===== config.mk =====
export PLATFORM = sky130hd
export DESIGN_NAME = display_inspector
export DESIGN_NICKNAME = d
export VERILOG_FILES = /design/src/rtl/display_inspector.sv
export SDC_FILE = /design/constraint.sdc
export NUM_CORES = 1
export LEC_CHECK = 0
export ABC_AREA = 0
export CAP_MARGIN = 20
export CORE_UTILIZATION = 45
export CTS_BUF_LIST = sky130_fd_sc_hd__clkbuf_8
export DETAILED_ROUTE_END_ITERATION = 8
export PLACE_DENSITY = 0.86
export REMOVE_ABC_BUFFERS = 1
export SYNTH_ARGS = -nofsm -noshare
export SYNTH_HDL_FRONTEND = slang
export SYNTH_SLANG_ARGS = --single-unit

===== constraint.sdc =====
create_clock -name clock -period 2.5 [get_ports clock]
set_input_delay 0.5 -clock clock [delete_from_list [all_inputs] [get_ports clock]]
set_output_delay 0.5 -clock clock [all_outputs]
set_load 0.005 [all_outputs]

===== src/rtl/display_inspector.sv =====
// display_inspector: reads one word from the computer's debug read ports
// (register file, data RAM, instruction ROM or PC), holds it and renders it
// as eight active-low seven-segment hex digits.
//
// Sequence: ISSUE drives the shared display address, WAIT covers the memories'
// synchronous read latency, CAPTURE samples the selected word and updates the
// digits on the same edge, and HOLD keeps it on screen for DWELL_CYCLES before
// a refresh (manual mode) or an advance to the next address (auto-scan).
// In manual mode HOLD also exits as soon as the switches disagree with what
// is on screen, so the display follows the switches without waiting a dwell.
//
// Handshake: there is no valid/ready pair. The read ports are fire-and-forget
// with a fixed latency: display_address is stable from the ISSUE edge until
// the next ISSUE, and the *_value inputs are assumed valid READ_LATENCY clocks
// after it changes. 'valid' only states that captured_* hold a real sample.
module display_inspector #(
  parameter int READ_LATENCY = 2,        // 1..7 clocks from address to data
  parameter int DWELL_CYCLES = 50000000  // >= 1 clocks a capture is held
) (
  input  logic        clock,
  input  logic        reset,
  input  logic [1:0]  source_select,
  input  logic [5:0]  manual_address,
  input  logic        auto_scan,
  input  logic [31:0] register_value,
  input  logic [31:0] data_value,
  input  logic [31:0] instruction_value,
  input  logic [31:0] pc_value,
  output logic [5:0]  display_address,
  output logic [31:0] captured_value,
  output logic [5:0]  captured_address,
  output logic [1:0]  captured_source,
  output logic        valid,
  output logic [6:0]  HEX0,
  output logic [6:0]  HEX1,
  output logic [6:0]  HEX2,
  output logic [6:0]  HEX3,
  output logic [6:0]  HEX4,
  output logic [6:0]  HEX5,
  output logic [6:0]  HEX6,
  output logic [6:0]  HEX7,
  output logic [1:0]  state_debug
);

  // Dwell counter only needs to reach DWELL_CYCLES-1.
  localparam int DW = (DWELL_CYCLES > 1) ? $clog2(DWELL_CYCLES) : 1;
  localparam logic [DW-1:0] DWELL_LAST = DW'(DWELL_CYCLES - 1);
  localparam logic [2:0]    WAIT_LAST  = 3'(READ_LATENCY - 1);
  localparam logic [6:0]    SEG_ZERO   = 7'b1000000;

  typedef enum logic [1:0] {
    ST_ISSUE   = 2'd0,
    ST_WAIT    = 2'd1,
    ST_CAPTURE = 2'd2,
    ST_HOLD    = 2'd3
  } state_t;

  state_t          state;
  state_t          state_next;
  logic [2:0]      wait_count;
  logic [DW-1:0]   dwell_count;
  logic [5:0]      scan_address;
  logic [5:0]      target_address;
  logic [1:0]      target_source;
  logic [31:0]     selected_value;

  logic            wait_done;
  logic            dwell_done;
  logic            switches_differ;
  logic            issue_en;
  logic            capture_en;
  logic            scan_advance;

  // Active-low {g,f,e,d,c,b,a} pattern for one hex nibble.
  function automatic logic [6:0] hex_segments(input logic [3:0] nibble);
    logic [6:0] seg;
    seg = SEG_ZERO;
    case (nibble)
      4'h0: seg = 7'b1000000;
      4'h1: seg = 7'b1111001;
      4'h2: seg = 7'b0100100;
      4'h3: seg = 7'b0110000;
      4'h4: seg = 7'b0011001;
      4'h5: seg = 7'b0010010;
      4'h6: seg = 7'b0000010;
      4'h7: seg = 7'b1111000;
      4'h8: seg = 7'b0000000;
      4'h9: seg = 7'b0010000;
      4'hA: seg = 7'b0001000;
      4'hB: seg = 7'b0000011;
      4'hC: seg = 7'b1000110;
      4'hD: seg = 7'b0100001;
      4'hE: seg = 7'b0000110;
      4'hF: seg = 7'b0001110;
      default: seg = SEG_ZERO;
    endcase
    return seg;
  endfunction

  assign wait_done   = (wait_count == WAIT_LAST);
  assign dwell_done  = (dwell_count == DWELL_LAST);
  assign state_debug = state;

  // Manual-mode switches no longer match the word on screen.
  assign switches_differ = !auto_scan &&
                           ((manual_address != captured_address) ||
                            (source_select  != captured_source));

  // Word selected by the source latched at ISSUE (not the live switches).
  always_comb begin
    selected_value = register_value;
    case (target_source)
      2'b00:   selected_value = register_value;
      2'b01:   selected_value = data_value;
      2'b10:   selected_value = instruction_value;
      2'b11:   selected_value = pc_value;
      default: selected_value = register_value;
    endcase
  end

  // State register.
  always_ff @(posedge clock) begin
    if (reset) state <= ST_ISSUE;
    else       state <= state_next;
  end

  // Next-state logic.
  always_comb begin
    state_next = state;
    case (state)
      ST_ISSUE:   state_next = ST_WAIT;
      ST_WAIT:    if (wait_done) state_next = ST_CAPTURE;
      ST_CAPTURE: state_next = ST_HOLD;
      ST_HOLD:    if (dwell_done || switches_differ) state_next = ST_ISSUE;
      default:    state_next = ST_ISSUE;
    endcase
  end

  // Per-state control strobes for the datapath.
  always_comb begin
    issue_en     = 1'b0;
    capture_en   = 1'b0;
    scan_advance = 1'b0;
    case (state)
      ST_ISSUE:   issue_en     = 1'b1;
      ST_CAPTURE: capture_en   = 1'b1;
      ST_HOLD:    scan_advance = dwell_done && auto_scan;
      default:    ;
    endcase
  end

  // Read-latency and dwell counters.
  always_ff @(posedge clock) begin
    if (reset) begin
      wait_count  <= '0;
      dwell_count <= '0;
    end else begin
      if (issue_en)
        wait_count <= '0;
      else if (state == ST_WAIT && !wait_done)
        wait_count <= wait_count + 3'd1;

      if (capture_en)
        dwell_count <= '0;
      else if (state == ST_HOLD && !dwell_done)
        dwell_count <= dwell_count + DW'(1);
    end
  end

  // Scan address survives mode changes; it only moves on a dwell expiry in auto mode.
  always_ff @(posedge clock) begin
    if (reset)             scan_address <= '0;
    else if (scan_advance) scan_address <= scan_address + 6'd1;
  end

  // Target latch and display address: only ISSUE may move the read port address.
  always_ff @(posedge clock) begin
    if (reset) begin
      target_address  <= '0;
      target_source   <= '0;
      display_address <= '0;
    end else if (issue_en) begin
      target_address  <= auto_scan ? scan_address : manual_address;
      target_source   <= source_select;
      display_address <= auto_scan ? scan_address : manual_address;
    end
  end

  // Capture the word and redraw all digits on the same edge.
  always_ff @(posedge clock) begin
    if (reset) begin
      captured_value   <= '0;
      captured_address <= '0;
      captured_source  <= '0;
      valid            <= 1'b0;
      HEX0 <= SEG_ZERO;
      HEX1 <= SEG_ZERO;
      HEX2 <= SEG_ZERO;
      HEX3 <= SEG_ZERO;
      HEX4 <= SEG_ZERO;
      HEX5 <= SEG_ZERO;
      HEX6 <= SEG_ZERO;
      HEX7 <= SEG_ZERO;
    end else if (capture_en) begin
      captured_value   <= selected_value;
      captured_address <= target_address;
      captured_source  <= target_source;
      valid            <= 1'b1;
      HEX0 <= hex_segments(selected_value[3:0]);
      HEX1 <= hex_segments(selected_value[7:4]);
      HEX2 <= hex_segments(selected_value[11:8]);
      HEX3 <= hex_segments(selected_value[15:12]);
      HEX4 <= hex_segments(selected_value[19:16]);
      HEX5 <= hex_segments(selected_value[23:20]);
      HEX6 <= hex_segments(selected_value[27:24]);
      HEX7 <= hex_segments(selected_value[31:28]);
    end
  end

endmodule

=== Yosys cells after proc, flatten, opt, wreduce, memory -nomap -nowiden ===
Memory sizes are Yosys's and may differ from the RTL's. A register that Yosys moved wholly into a read port is not among the register bits.
Index checks and enable logic that the tools add are counted.
Widths: inputs -> output; s select.

* Input bits: 139
* Output and inout port bits: 105
* Word-level logic and storage cells: 55
* Register bits: 86
* Memories: 8
* Memory bits (read-only): 896

{| class="wikitable"
|+ Memory list
! memory !! words !! bits a word !! read ports !! clocked after memory_dff !! write ports !! RTL line !! RTL
|-
| (name not given) || 16 || 7 || 1 || 1 || 0 || 78 || <nowiki>case (nibble)</nowiki>
|-
| (name not given) || 16 || 7 || 1 || 1 || 0 || 78 ||
|-
| (name not given) || 16 || 7 || 1 || 1 || 0 || 78 ||
|-
| (name not given) || 16 || 7 || 1 || 1 || 0 || 78 ||
|-
| (name not given) || 16 || 7 || 1 || 1 || 0 || 78 ||
|-
| (name not given) || 16 || 7 || 1 || 1 || 0 || 78 ||
|-
| 2 more memories || n/a || n/a || n/a || n/a || n/a || n/a ||
|}

* Add/subtract/negate cells: 3
* Mux-type cells: 8
* Equality and inequality tests: 12
* Reductions and logical operators: 14

{| class="wikitable"
|+ Operator list
! cell !! number
|-
| $pmux 32 s4 || 1
|-
| $add 26x1->26 const B || 1
|-
| $eq 26x26->1 const B || 1
|-
| $eq 2x2->1 const B || 4
|-
| $pmux 2 s4 || 1
|-
| $add 6x1->6 const B || 1
|-
| $mux 6 || 1
|-
| $ne 6x6->1 || 1
|-
| $eq 2x1->1 const B || 2
|-
| $logic_and 1x1->1 || 4
|-
| $logic_not 2->1 || 2
|-
| $mux 2 || 2
|-
| $ne 2x2->1 const B || 2
|-
| $reduce_or 2->1 || 2
|-
| $add 3x1->3 const B || 1
|-
| $eq 3x1->1 const B || 1
|-
| $logic_not 1->1 || 3
|-
| $mux 1 || 3
|-
| $logic_or 1x1->1 || 2
|-
| $ne 2x2->1 || 1
|-
| $reduce_and 2->1 || 1
|}

=== Depth between registers and ports, before layout ===
* Depth after elaboration: 6
* Depth in mapped cells: 10
* Gate-level depth less buffers: 7

=== Worst setup path after synthesis ===
OpenSTA, ideal clock, no wires.

* Path kind: reg2reg
* Start point: register target_source[0]
* End point: register HEX1[3]
* Clock period less this slack: 2.464 ns
* Setup time: 0.117 ns
* Data required time: 2.383 ns
* Arrival: 2.347 ns
* Setup slack: 0.036 ns
* Buffers on the path: 2
* Stages on the path, launching flop included: 8
* Cell sequence: dfxtp_1 -> buf_2 -> buf_2 -> mux4_2 -> inv_1 -> ha_1 -> mux4_2 -> a22o_1

* Longest elaborated chain between the ends: 2
* Elaborated cells on any way between the ends: 5
* Classes of those cells: 3 x eq/ne; 1 x mux; 1 x reduce/logical

{| class="wikitable"
|+ RTL lines
! element !! RTL line !! RTL
|-
| from (decl) || 64 || <nowiki>logic [1:0] target_source;</nowiki>
|-
| from (signal assigned) || 184 || <nowiki>target_source <= source_select;</nowiki>
|-
| $eq 2x2->1, or another cell as far along || 112 || <nowiki>case (target_source)</nowiki>
|-
| $pmux 32 s4 * || 112 ||
|-
| net selected_value[4] || 65 || <nowiki>logic [31:0] selected_value;</nowiki>
|-
| to (decl) || 35 || <nowiki>output logic [6:0] HEX1,</nowiki>
|}

The timed path passes the listed nets; every way through them passes the cells marked *.
A chain may end at the register's enable or synchronous reset.

=== Final worst setup path ===
* Start point: register target_source[0]
* End point: register HEX0[6]

* Longest elaborated chain between the ends: 2
* Elaborated cells on any way between the ends: 5
* Classes of those cells: 3 x eq/ne; 1 x mux; 1 x reduce/logical

{| class="wikitable"
|+ RTL lines
! element !! RTL line !! RTL
|-
| $eq 2x2->1, or another cell as far along || 112 ||
|-
| $pmux 32 s4 * || 112 ||
|-
| net selected_value[0] || 65 ||
|-
| to (decl) || 34 || <nowiki>output logic [6:0] HEX0,</nowiki>
|}

Marked as above.

==> metrics.csv <==
metric,value,unit
register area,0.00285,mm2
r2r setup slk,0.16,ns
RSZ-0062 raised after global routing,no,
max_slew headroom,30.7,%
Core Area,0.0180,mm2
total gr overflow,0,
slowest CP cell,mux4_2,
Worst Setup EP,HEX0[6]$_SDFFE_PP1P_,
Clock Path Buffers,2,
outcome,finished clean,
post-synth cell types,58,
Setup crit end kind,flop,
fillers,1445,
r2r endpoint,HEX0[6]$_SDFFE_PP1P_,
Antenna Nets Post-Route,0,
Clock Skews,0.0165,ns
reg2reg path depth,8,
fin crit share,93.6,%
"EDFF count, synth",0,
vias per cell,5.42,
largest net degree at the start of global routing,73,
vias in the first global route,7354,
Pins Over Slew Limit,0,
WL/cell,16.4,um
die height,138,um
Synth Register Bits,142,
Die ar.,0.0189,mm2
worst reg2reg startpoint,target_source[0]$_SDFFE_PP0P_,
Pre-Repair DR Iteration Count,5,
Worst IR Drop VDD,0.486,mV
post-route minimum period,2.34,ns
multi-input logic area,0.00503,mm2
# port buffers,243,
Initial Util,46.1,%
"Req. time, crit path",2.86,ns
GPL Wtd Cong,0.878,
floorplan row count,49,
first-pass GRT wire length,36.6,mm
asr flop ratio synth,0,%
Final Setup Violations,0,
register area share after synthesis,34.4,%
Syn. warnings,0,
worst-skew pair later-pin latency,0.46,ns
Clock Sink Count,142,
die width,138,um
Startpoint Class,flop,
f_max,427,MHz
"most common cell after layout, fill and taps aside",clkdlybuf4s50_1,
Static Leak,4.34,nW
Tightest Pin Transition,1.04,ns
max cap viols,0,
H-Tree Depth,4,
Levels on crit path,8,
Final Hold Vio Count,0,
hold_buf cts,0,
Residual DRC,0,
dpl ws,-0.148,ns
Total Wirelength,23.0,mm
Synth Flop Type,dfxtp_1,
Mean Syn Cell Area,9.07,um2
Worst Path Arrival,2.70,ns
Root Buffer,clkbuf_8,
Crit path largest cell delay,0.55,ns
P per Cell Area,844,mW/mm2
"Cell Chain, Critical Path",buf_12 > buf_4 > mux4_2 > buf_4 > ha_1 > a211oi_1 > a21oi_1 > a211o_1,
WS Path Type,reg2reg,
Final nets,1349,
most frequent cells in the layout,"clkdlybuf4s50_1, dfxtp_1, nor2_1",
Worst Setup SP,target_source[0]$_SDFFE_PP0P_,
post-detail-place hpwl,17.3,mm
share of layout cells above drive strength 1,12.0,%
CP dominant cell by count,buf_4,
Mapped Cells,912,
setup ws final,0.159,ns
Iter 0 DRT Violations,439,
worst hold path class,in2reg,
Synth Cell Area,0.00827,mm2
CP Max Fanout,23,
total CTS buffers,17,
Synth-to-Final Area Change,40.2,%
"Largest delay share family, worst path",compound AO/OA/AOI/OAI gates,
CTS tree,done,
CTS clock-pin slew for the worst setup and hold paths,0.09,ns
CP Buf/Inv Count,3,
initial antenna violation count,2,
GRT Total Usage,25.1,%
I/O Pins,244,
sum of negative setup slack,0,ns
routed vias,7589,
cells by family (layout without fill, tap and decap cells):
family,after synthesis,count (layout),synth area share (%)
other,0,2,0
adder cells (fa/ha/maj),53,53,8.01
flip-flops,142,142,34.4
AO/OA/AOI/OAI,166,166,13.2
buffers and inverters,103,361,5.02
XOR/XNOR,38,38,4.02
AND/OR/NAND/NOR,310,310,17.8
multiplexers,100,100,17.6
Yosys cell counts (3+ instances only):
cell type | n | area (um2)
and3_1 | 4 | 25.0
a211oi_1 | 36 | 270
buf_2 | 17 | 85.1
nor3b_1 | 4 | 30.0
a22o_1 | 4 | 35.0
xnor2_1 | 27 | 236
ha_1 | 53 | 663
nor4_1 | 6 | 37.5
a311oi_1 | 8 | 70.1
or2_2 | 4 | 25.0
a21oi_1 | 46 | 230
buf_1 | 5 | 18.8
nor2_1 | 138 | 518
o21ai_0 | 32 | 160
nand4_1 | 12 | 75.1
nor3_1 | 22 | 110
a31oi_1 | 5 | 31.3
nand2b_1 | 9 | 56.3
xor2_1 | 11 | 96.3
clkbuf_1 | 39 | 146
a211o_1 | 5 | 43.8
o211ai_1 | 7 | 52.6
inv_1 | 40 | 150
mux2i_1 | 57 | 571
mux4_2 | 36 | 811
nand3_1 | 16 | 80.1
a21o_1 | 3 | 22.5
nor2b_1 | 6 | 37.5
and2_1 | 4 | 25.0
mux2_2 | 7 | 78.8
dfxtp_1 | 142 | 2840
or3_1 | 6 | 37.5
o22ai_1 | 4 | 25.0
nand3b_1 | 10 | 75.1
nand2_1 | 60 | 225
metrics by stage:
| stage | total power, W | hold WS, ns | utilization, % | instances | area [um2] |
|---|---|---|---|---|---|
| after floorplan | 0.00568 | 0.444 | - | 849 | 8010 |
| after global placement | 0.00749 | 0.435 | 61.9 | 1365 | 11100 |
| after detailed placement | 0.00765 | 0.441 | 61.9 | 1365 | 11100 |
| after CTS | 0.00983 | 0.332 | 64.5 | 1397 | 11600 |
| after global routing | 0.0105 | 0.358 | 64.6 | 1401 | 11600 |
| final | 0.00979 | 0.366 | 64.6 | 1401 | 11600 |
state kept, by name, indices dropped and copies added (netlist names), 3 cells and up:
name,flops
HEX0,7
captured_value,32
target_address,6
HEX5,7
HEX3,7
scan_address,6
HEX7,7
captured_address,6
HEX6,7
dwell_count,26
HEX4,7
HEX1,7
wait_count,3
HEX2,7
power breakdown:
part	switching (W)	internal, W
registers	0.000288	0.00270
logic	0.00225	0.00240
clock network	0.000933	0.00122
total	0.00347	0.00632
layer usage:
| metal | GRT usage, % | routed length [um] |
|---|---|---|
| met3 | 6.59 | 1330 |
| met5 | 0 | 0 |
| met1 | 27.7 | 9190 |
| met2 | 43.4 | 11500 |
| met4 | 14.0 | 979 |
timing repair:
item	4_1_cts	5_1_grt
setup buffers	0	2
endpoints found under the hold margin	0	0
endpoints found under the setup margin	0	1
resized for setup	0	0
cell type report:
type                    count  area share (%)
flip-flops and latches    142            24.5
repair buffers            289            24.4
well taps                 229            2.47
clock buffers              18            2.14
clock inverters            14            1.84
multi-input cells         667            43.3
inverters                  40            1.29
diodes                      2          0.0431
how the worst min path moves through the flow:
| stage | from | endpoint | slack [ns] | depth (start not counted) |
|---|---|---|---|---|
| floorplan | HEX7[0]$_SDFFE_PP0P_ | HEX7[0]$_SDFFE_PP0P_ | 0.44 | 2 |
| detailed placement | HEX1[0]$_SDFFE_PP0P_ | HEX1[0]$_SDFFE_PP0P_ | 0.44 | 2 |
| CTS | reset | HEX7[2]$_SDFFE_PP0P_ | 0.33 | 2 |
| global route | reset | HEX7[2]$_SDFFE_PP0P_ | 0.36 | 2 |
| finish | reset | HEX7[2]$_SDFFE_PP0P_ | 0.37 | 2 |
| global placement | HEX1[0]$_SDFFE_PP0P_ | HEX1[0]$_SDFFE_PP0P_ | 0.43 | 2 |
(Power assumes the default switching activity.)
